<file path="config.mk">
export PLATFORM = sky130hd
export DESIGN_NAME = multicycle_alu
export DESIGN_NICKNAME = d
export VERILOG_FILES = /design/src/rtl/multicycle_alu.sv
export SDC_FILE = /design/constraint.sdc
export NUM_CORES = 1
export LEC_CHECK = 0
export BUFFER_PORTS_ARGS = -buffer_cell sky130_fd_sc_hd__clkbuf_2
export CORE_UTILIZATION = 30
export DETAILED_ROUTE_END_ITERATION = 10
export PLACE_DENSITY = 0.43
export SYNTH_ARGS = -nofsm -noshare
export SYNTH_HDL_FRONTEND = slang
export SYNTH_SLANG_ARGS = --single-unit
export TNS_END_PERCENT = 1
</file>
<file path="constraint.sdc">
create_clock -name clk -period 5.1 [get_ports clk]
set_input_delay 1.275 -clock clk [delete_from_list [all_inputs] [get_ports clk]]
set_output_delay 1.275 -clock clk [all_outputs]
set_load 0.005 [all_outputs]
</file>
<file path="src/rtl/multicycle_alu.sv">
// multicycle_alu: handshaked ALU with single-cycle logic/arithmetic ops and
// iterative (one bit per cycle) multiply, unsigned divide and remainder.
//
// Ports:
//   clk, reset            - rising-edge clock, synchronous active-high reset
//   in_valid / in_ready   - operation handshake; in_ready high only when idle
//   a, b, control         - operands and 4-bit operation select
//   out_valid / out_ready - result handshake; outputs held until out_ready
//   result, zero, overflow- registered result, result==0, signed ADD/SUB ovf
module multicycle_alu #(
  parameter int WIDTH = 32,
  parameter int SHW   = $clog2(WIDTH)
) (
  input  logic             clk,
  input  logic             reset,
  input  logic             in_valid,
  output logic             in_ready,
  input  logic [WIDTH-1:0] a,
  input  logic [WIDTH-1:0] b,
  input  logic [3:0]       control,
  output logic             out_valid,
  input  logic             out_ready,
  output logic [WIDTH-1:0] result,
  output logic             zero,
  output logic             overflow
);

  localparam int CW = $clog2(WIDTH);

  typedef enum logic [1:0] {IDLE = 2'd0, BUSY = 2'd1, DONE = 2'd2} state_e;

  typedef enum logic [3:0] {
    OP_AND  = 4'b0000, OP_OR   = 4'b0001, OP_ADD  = 4'b0010, OP_XOR  = 4'b0011,
    OP_SLL  = 4'b0100, OP_SRL  = 4'b0101, OP_SUB  = 4'b0110, OP_SLT  = 4'b0111,
    OP_MUL  = 4'b1000, OP_DIVU = 4'b1010, OP_REMU = 4'b1011, OP_NOR  = 4'b1100
  } op_e;

  state_e           state_q, state_d;
  logic [WIDTH-1:0] a_q, a_d, b_q, b_d;
  logic [3:0]       ctrl_q, ctrl_d;
  logic [CW-1:0]    cnt_q, cnt_d;
  logic [WIDTH-1:0] acc_q, acc_d;   // product accumulator / partial remainder
  logic [WIDTH-1:0] wrk_q, wrk_d;   // multiplier bits / dividend->quotient
  logic [WIDTH-1:0] result_q, result_d;
  logic             zero_q, zero_d;
  logic             ovf_q, ovf_d;

  // Single-cycle datapath, evaluated directly on the accepted inputs.
  logic [WIDTH-1:0] sum, diff, sc_res;
  logic             sc_ovf, is_multi;

  always_comb begin
    sum    = a + b;
    diff   = a - b;
    sc_res = '0;
    sc_ovf = 1'b0;
    case (control)
      OP_AND: sc_res = a & b;
      OP_OR:  sc_res = a | b;
      OP_XOR: sc_res = a ^ b;
      OP_NOR: sc_res = ~(a | b);
      OP_SLL: sc_res = a << b[SHW-1:0];
      OP_SRL: sc_res = a >> b[SHW-1:0];
      OP_SLT: sc_res = {{(WIDTH-1){1'b0}}, ($signed(a) < $signed(b))};
      OP_ADD: begin
        sc_res = sum;
        sc_ovf = (a[WIDTH-1] == b[WIDTH-1]) && (sum[WIDTH-1] != a[WIDTH-1]);
      end
      OP_SUB: begin
        sc_res = diff;
        sc_ovf = (a[WIDTH-1] != b[WIDTH-1]) && (diff[WIDTH-1] != a[WIDTH-1]);
      end
      default: ;
    endcase
    is_multi = (control == OP_MUL) || (control == OP_DIVU) || (control == OP_REMU);
  end

  // One iteration step. Multiply is MSB-first shift-add; divide is restoring,
  // where the trial subtraction's top bit is the borrow. A zero divisor never
  // borrows, which yields an all-ones quotient and remainder == dividend.
  logic [WIDTH-1:0] mul_nx, rem_nx, quo_nx;
  logic [WIDTH:0]   rem_sh, trial;
  logic             q_bit;

  always_comb begin
    mul_nx = {acc_q[WIDTH-2:0], 1'b0} + (wrk_q[WIDTH-1] ? a_q : '0);
    rem_sh = {acc_q, wrk_q[WIDTH-1]};
    trial  = rem_sh - {1'b0, b_q};
    q_bit  = ~trial[WIDTH];
    rem_nx = q_bit ? trial[WIDTH-1:0] : rem_sh[WIDTH-1:0];
    quo_nx = {wrk_q[WIDTH-2:0], q_bit};
  end

  always_comb begin
    state_d  = state_q;
    a_d      = a_q;
    b_d      = b_q;
    ctrl_d   = ctrl_q;
    cnt_d    = cnt_q;
    acc_d    = acc_q;
    wrk_d    = wrk_q;
    result_d = result_q;
    zero_d   = zero_q;
    ovf_d    = ovf_q;
    case (state_q)
      IDLE: begin
        if (in_valid) begin
          a_d    = a;
          b_d    = b;
          ctrl_d = control;
          cnt_d  = '0;
          if (is_multi) begin
            state_d = BUSY;
            acc_d   = '0;
            wrk_d   = (control == OP_MUL) ? b : a;
          end else begin
            state_d  = DONE;
            result_d = sc_res;
            zero_d   = (sc_res == '0);
            ovf_d    = sc_ovf;
          end
        end
      end
      BUSY: begin
        cnt_d = cnt_q + CW'(1);
        if (ctrl_q == OP_MUL) begin
          acc_d = mul_nx;
          wrk_d = {wrk_q[WIDTH-2:0], 1'b0};
        end else begin
          acc_d = rem_nx;
          wrk_d = quo_nx;
        end
        if (cnt_q == CW'(WIDTH - 1)) begin
          state_d = DONE;
          ovf_d   = 1'b0;
          if (ctrl_q == OP_MUL) begin
            result_d = mul_nx;
            zero_d   = (mul_nx == '0);
          end else if (ctrl_q == OP_DIVU) begin
            result_d = quo_nx;
            zero_d   = (quo_nx == '0);
          end else begin
            result_d = rem_nx;
            zero_d   = (rem_nx == '0);
          end
        end
      end
      DONE: begin
        if (out_ready) state_d = IDLE;
      end
      default: state_d = IDLE;
    endcase
  end

  always_ff @(posedge clk) begin
    if (reset) begin
      state_q  <= IDLE;
      a_q      <= '0;
      b_q      <= '0;
      ctrl_q   <= '0;
      cnt_q    <= '0;
      acc_q    <= '0;
      wrk_q    <= '0;
      result_q <= '0;
      zero_q   <= 1'b1;
      ovf_q    <= 1'b0;
    end else begin
      state_q  <= state_d;
      a_q      <= a_d;
      b_q      <= b_d;
      ctrl_q   <= ctrl_d;
      cnt_q    <= cnt_d;
      acc_q    <= acc_d;
      wrk_q    <= wrk_d;
      result_q <= result_d;
      zero_q   <= zero_d;
      ovf_q    <= ovf_d;
    end
  end

  assign in_ready  = (state_q == IDLE);
  assign out_valid = (state_q == DONE);
  assign result    = result_q;
  assign zero      = zero_q;
  assign overflow  = ovf_q;

endmodule

</file>
==> flow_summary.json <==
{
  "nets": 3781,
  "finish.utilization_pct": 37.6,
  "dieArea_um2": 76700,
  "leakagePower_nw": 12.0,
  "row_count": 100,
  "stdcell_area_um2": 28100,
  "final-setup-viol-count": 0,
  "fin_tns_setup_ps": 0,
  "slew_violations": 0,
  "synth_mux_area_share_pct": 12.4,
  "num_vias": 27733,
  "layout_commonest_cell": "buf_4",
  "syn-num-nets": 3398,
  "synth_top_family_by_area": "compound AO/OA/AOI/OAI gates",
  "fill_cells": 8059,
  "start_util_pct": 30.4,
  "skew_ps": 23.8,
  "overflow": 0,
  "worst_ep_required_time_ps": 5510,
  "vdd_drop_max_uv": 223,
  "vias_per_cell": 6.14,
  "clockBufferDepth": 2,
  "die_x_um": 277,
  "portBuffers": 107,
  "area_growth_pct": 23.8,
  "max_freq_ghz": 0.204,
  "synth_edf_count": 0,
  "max-slew-margin-rel_pct": 20.6,
  "netlist_top_cells_area": "dfxtp_1, ha_1, a21oi_1, nand2_1, mux4_2",
  "cp.arrival_ps": 5320,
  "synth_compound_area_share_pct": 29.7,
  "cts.sinks": 173,
  "status": "finished clean",
  "synth_seq_cells": 173,
  "final_cell_mix": "buf_4, nand2_1, a21oi_1",
  "hp-class": "reg -> reg",
  "period_share_pct": 96.1,
  "antenna_found_initial": 5,
  "ant_nets": 0,
  "ys.flop_type": "dfxtp_1",
  "drv_cap": 0,
  "drtIter0Drc": 3133,
  "grt_util_all_layers_pct": 36.0,
  "design.core.area_um2": 74600,
  "ys_types": 100,
  "worst_slew_pin_slew_ps": 1180,
  "synth-xor-area-share_pct": 2.47,
  "grt_pass1_wl_mm": 199,
  "setup.worst_path.class": "in -> reg",
  "hold_viol_final": 0,
  "drcViolationCount": 0,
  "cp_max_fo": 11,
  "yosysWarningCount": 0,
  "drive_above_1_share_pct": 22.7,
  "powerDensity_nw_per_um2": 203,
  "synth_top_area_share_pct": 15.3,
  "grt_max_degree": 90,
  "htree_levels": 4,
  "syn_inst": 3149,
  "hpwlAfterDp_mm": 116,
  "pin_count": 108,
  "synth_area_leader_cell": "dfxtp_1",
  "wl_mm": 142,
  "postCtsHoldBufs": 0,
  "die_h_um": 277,
  "syn-cell-area_um2": 22700,
  "grt_pass1_vias": 26084,
  "synth.yosys.seq_area_share_pct": 15.3,
  "gp_congestion": 1.07,
  "wire_per_inst_um": 31.4,
  "syn_avg_cell_area_um2": 7.20,
  "post_cts_buffers": 0,
  "whs_ps": 457,
  "cts_tree": "done",
  "numCtsBuffers": 17,
  "end_kind": "flop",
  "place_area_um2": 27500,
  "clk_latency_ps": 500,
  "finalPower_mw": 5.70,
  "ys_async_sr_fraction_pct": 0,
  "synthAdderAreaFrac_pct": 9.90,
  "synth-simple-area-share_pct": 22.8,
  "rsz0062_at_grt": "false",
  "worstSetupStartpointType": "input pin",
  "clkTransAtPathRegs_ps": 80,
  "period_needed_ps": 4900,
  "drt_pass1_iterations": 6,
  "cts-root-buf": "clkbuf_16",
  "post_cts_resized": 0
}
[cells by family after synthesis]
family	count (synthesis)
AOI/OAI and AO/OA	1015
xor gates and xnor gates	64
adders and majority gates	177
buffers and inverters	413
DFF	173
muxes	195
and+or+nand+nor	1112
[cell usage after synthesis, drive strengths merged, types with 21 or more instances]
cell / n
a32oi: 22
a22oi: 39
mux4: 63
o21bai: 24
a211oi: 103
nand4: 32
xnor2: 35
a21o: 29
clkbuf: 188
nand2b: 24
dfxtp: 173
buf: 75
xor2: 29
mux2i: 101
o22ai: 32
nor3: 54
o31ai: 21
o211ai: 43
nor4: 38
nor2: 321
a21oi: 342
a221oi: 31
and2: 46
o21ai: 141
nand3: 64
inv: 149
mux2: 31
nand2: 407
ha: 173
[stage by stage]
step	std cells	setup WS, ps
6_report	4520	198
4_1_cts	4514	299
3_3_place_gp	4482	-158
3_5_place_dp	4482	-196
5_1_grt	4514	28.3
2_1_floorplan	3149	30.8
[critical path: stages]
cell and delay (ps):
buf_4 110, buf_4 190, buf_4 170, fa_1 450, o21ba_1 220, or4_1 450, o211ai_1 120, a211oi_1 120
a221o_1 350, a221oi_1 480, nand2b_1 210, nor4_1 340, buf_4 190, nand4b_1 160, nor4_2 200, nand4bb_1 130
a31oi_1 130
[flip-flops by register name, indices dropped and copies added, names as in the netlist, 2 cells and up]
signal / count
result: 32
state_q: 2
cnt_q: 5
wrk_q: 32
a_q: 32
acc_q: 32
b_q: 32
ctrl_q: 4
[final timing paths]
check / start / to / slack [ps] / cells after the start
setup / recovery: b[1] / zero / 200 / 17
hold / removal: result[11] / result[11] / 460 / 2
setup reg to reg: wrk_q[31] / zero / 310 / 15
hold reg to reg: result[11] / result[11] / 460 / 2
[report_power, final]
part | internal [mW] | switching, mW
registers | 1.43 | 0.0767
logic | 1.05 | 1.74
clock network | 0.693 | 0.723
total | 3.17 | 2.54
[area by class of cell]
cell class,count,area [um^2],share of cell area (%)
multi-input combinational,2563,17600,62.7
timing repair buffer,627,4640,16.5
sequential,173,3460,12.3
tap,969,1210,4.32
inverter,150,563,2.01
clock buffer,18,429,1.53
clock inverter,14,154,0.548
antenna,6,15.0,0.0535
[routing by layer]
metal | vias up | track usage [%] | part of all wire (%)
li1 | 12388 | - | -
met1 | 13631 | 50.1 | 44
met2 | 1481 | 54.5 | 43
met3 | 229 | 4.78 | 7.8
met4 | 4 | 17.7 | 5.4
met5 | - | 0 | 0.016
No activity file was read; power rests on OpenSTA's default activity.
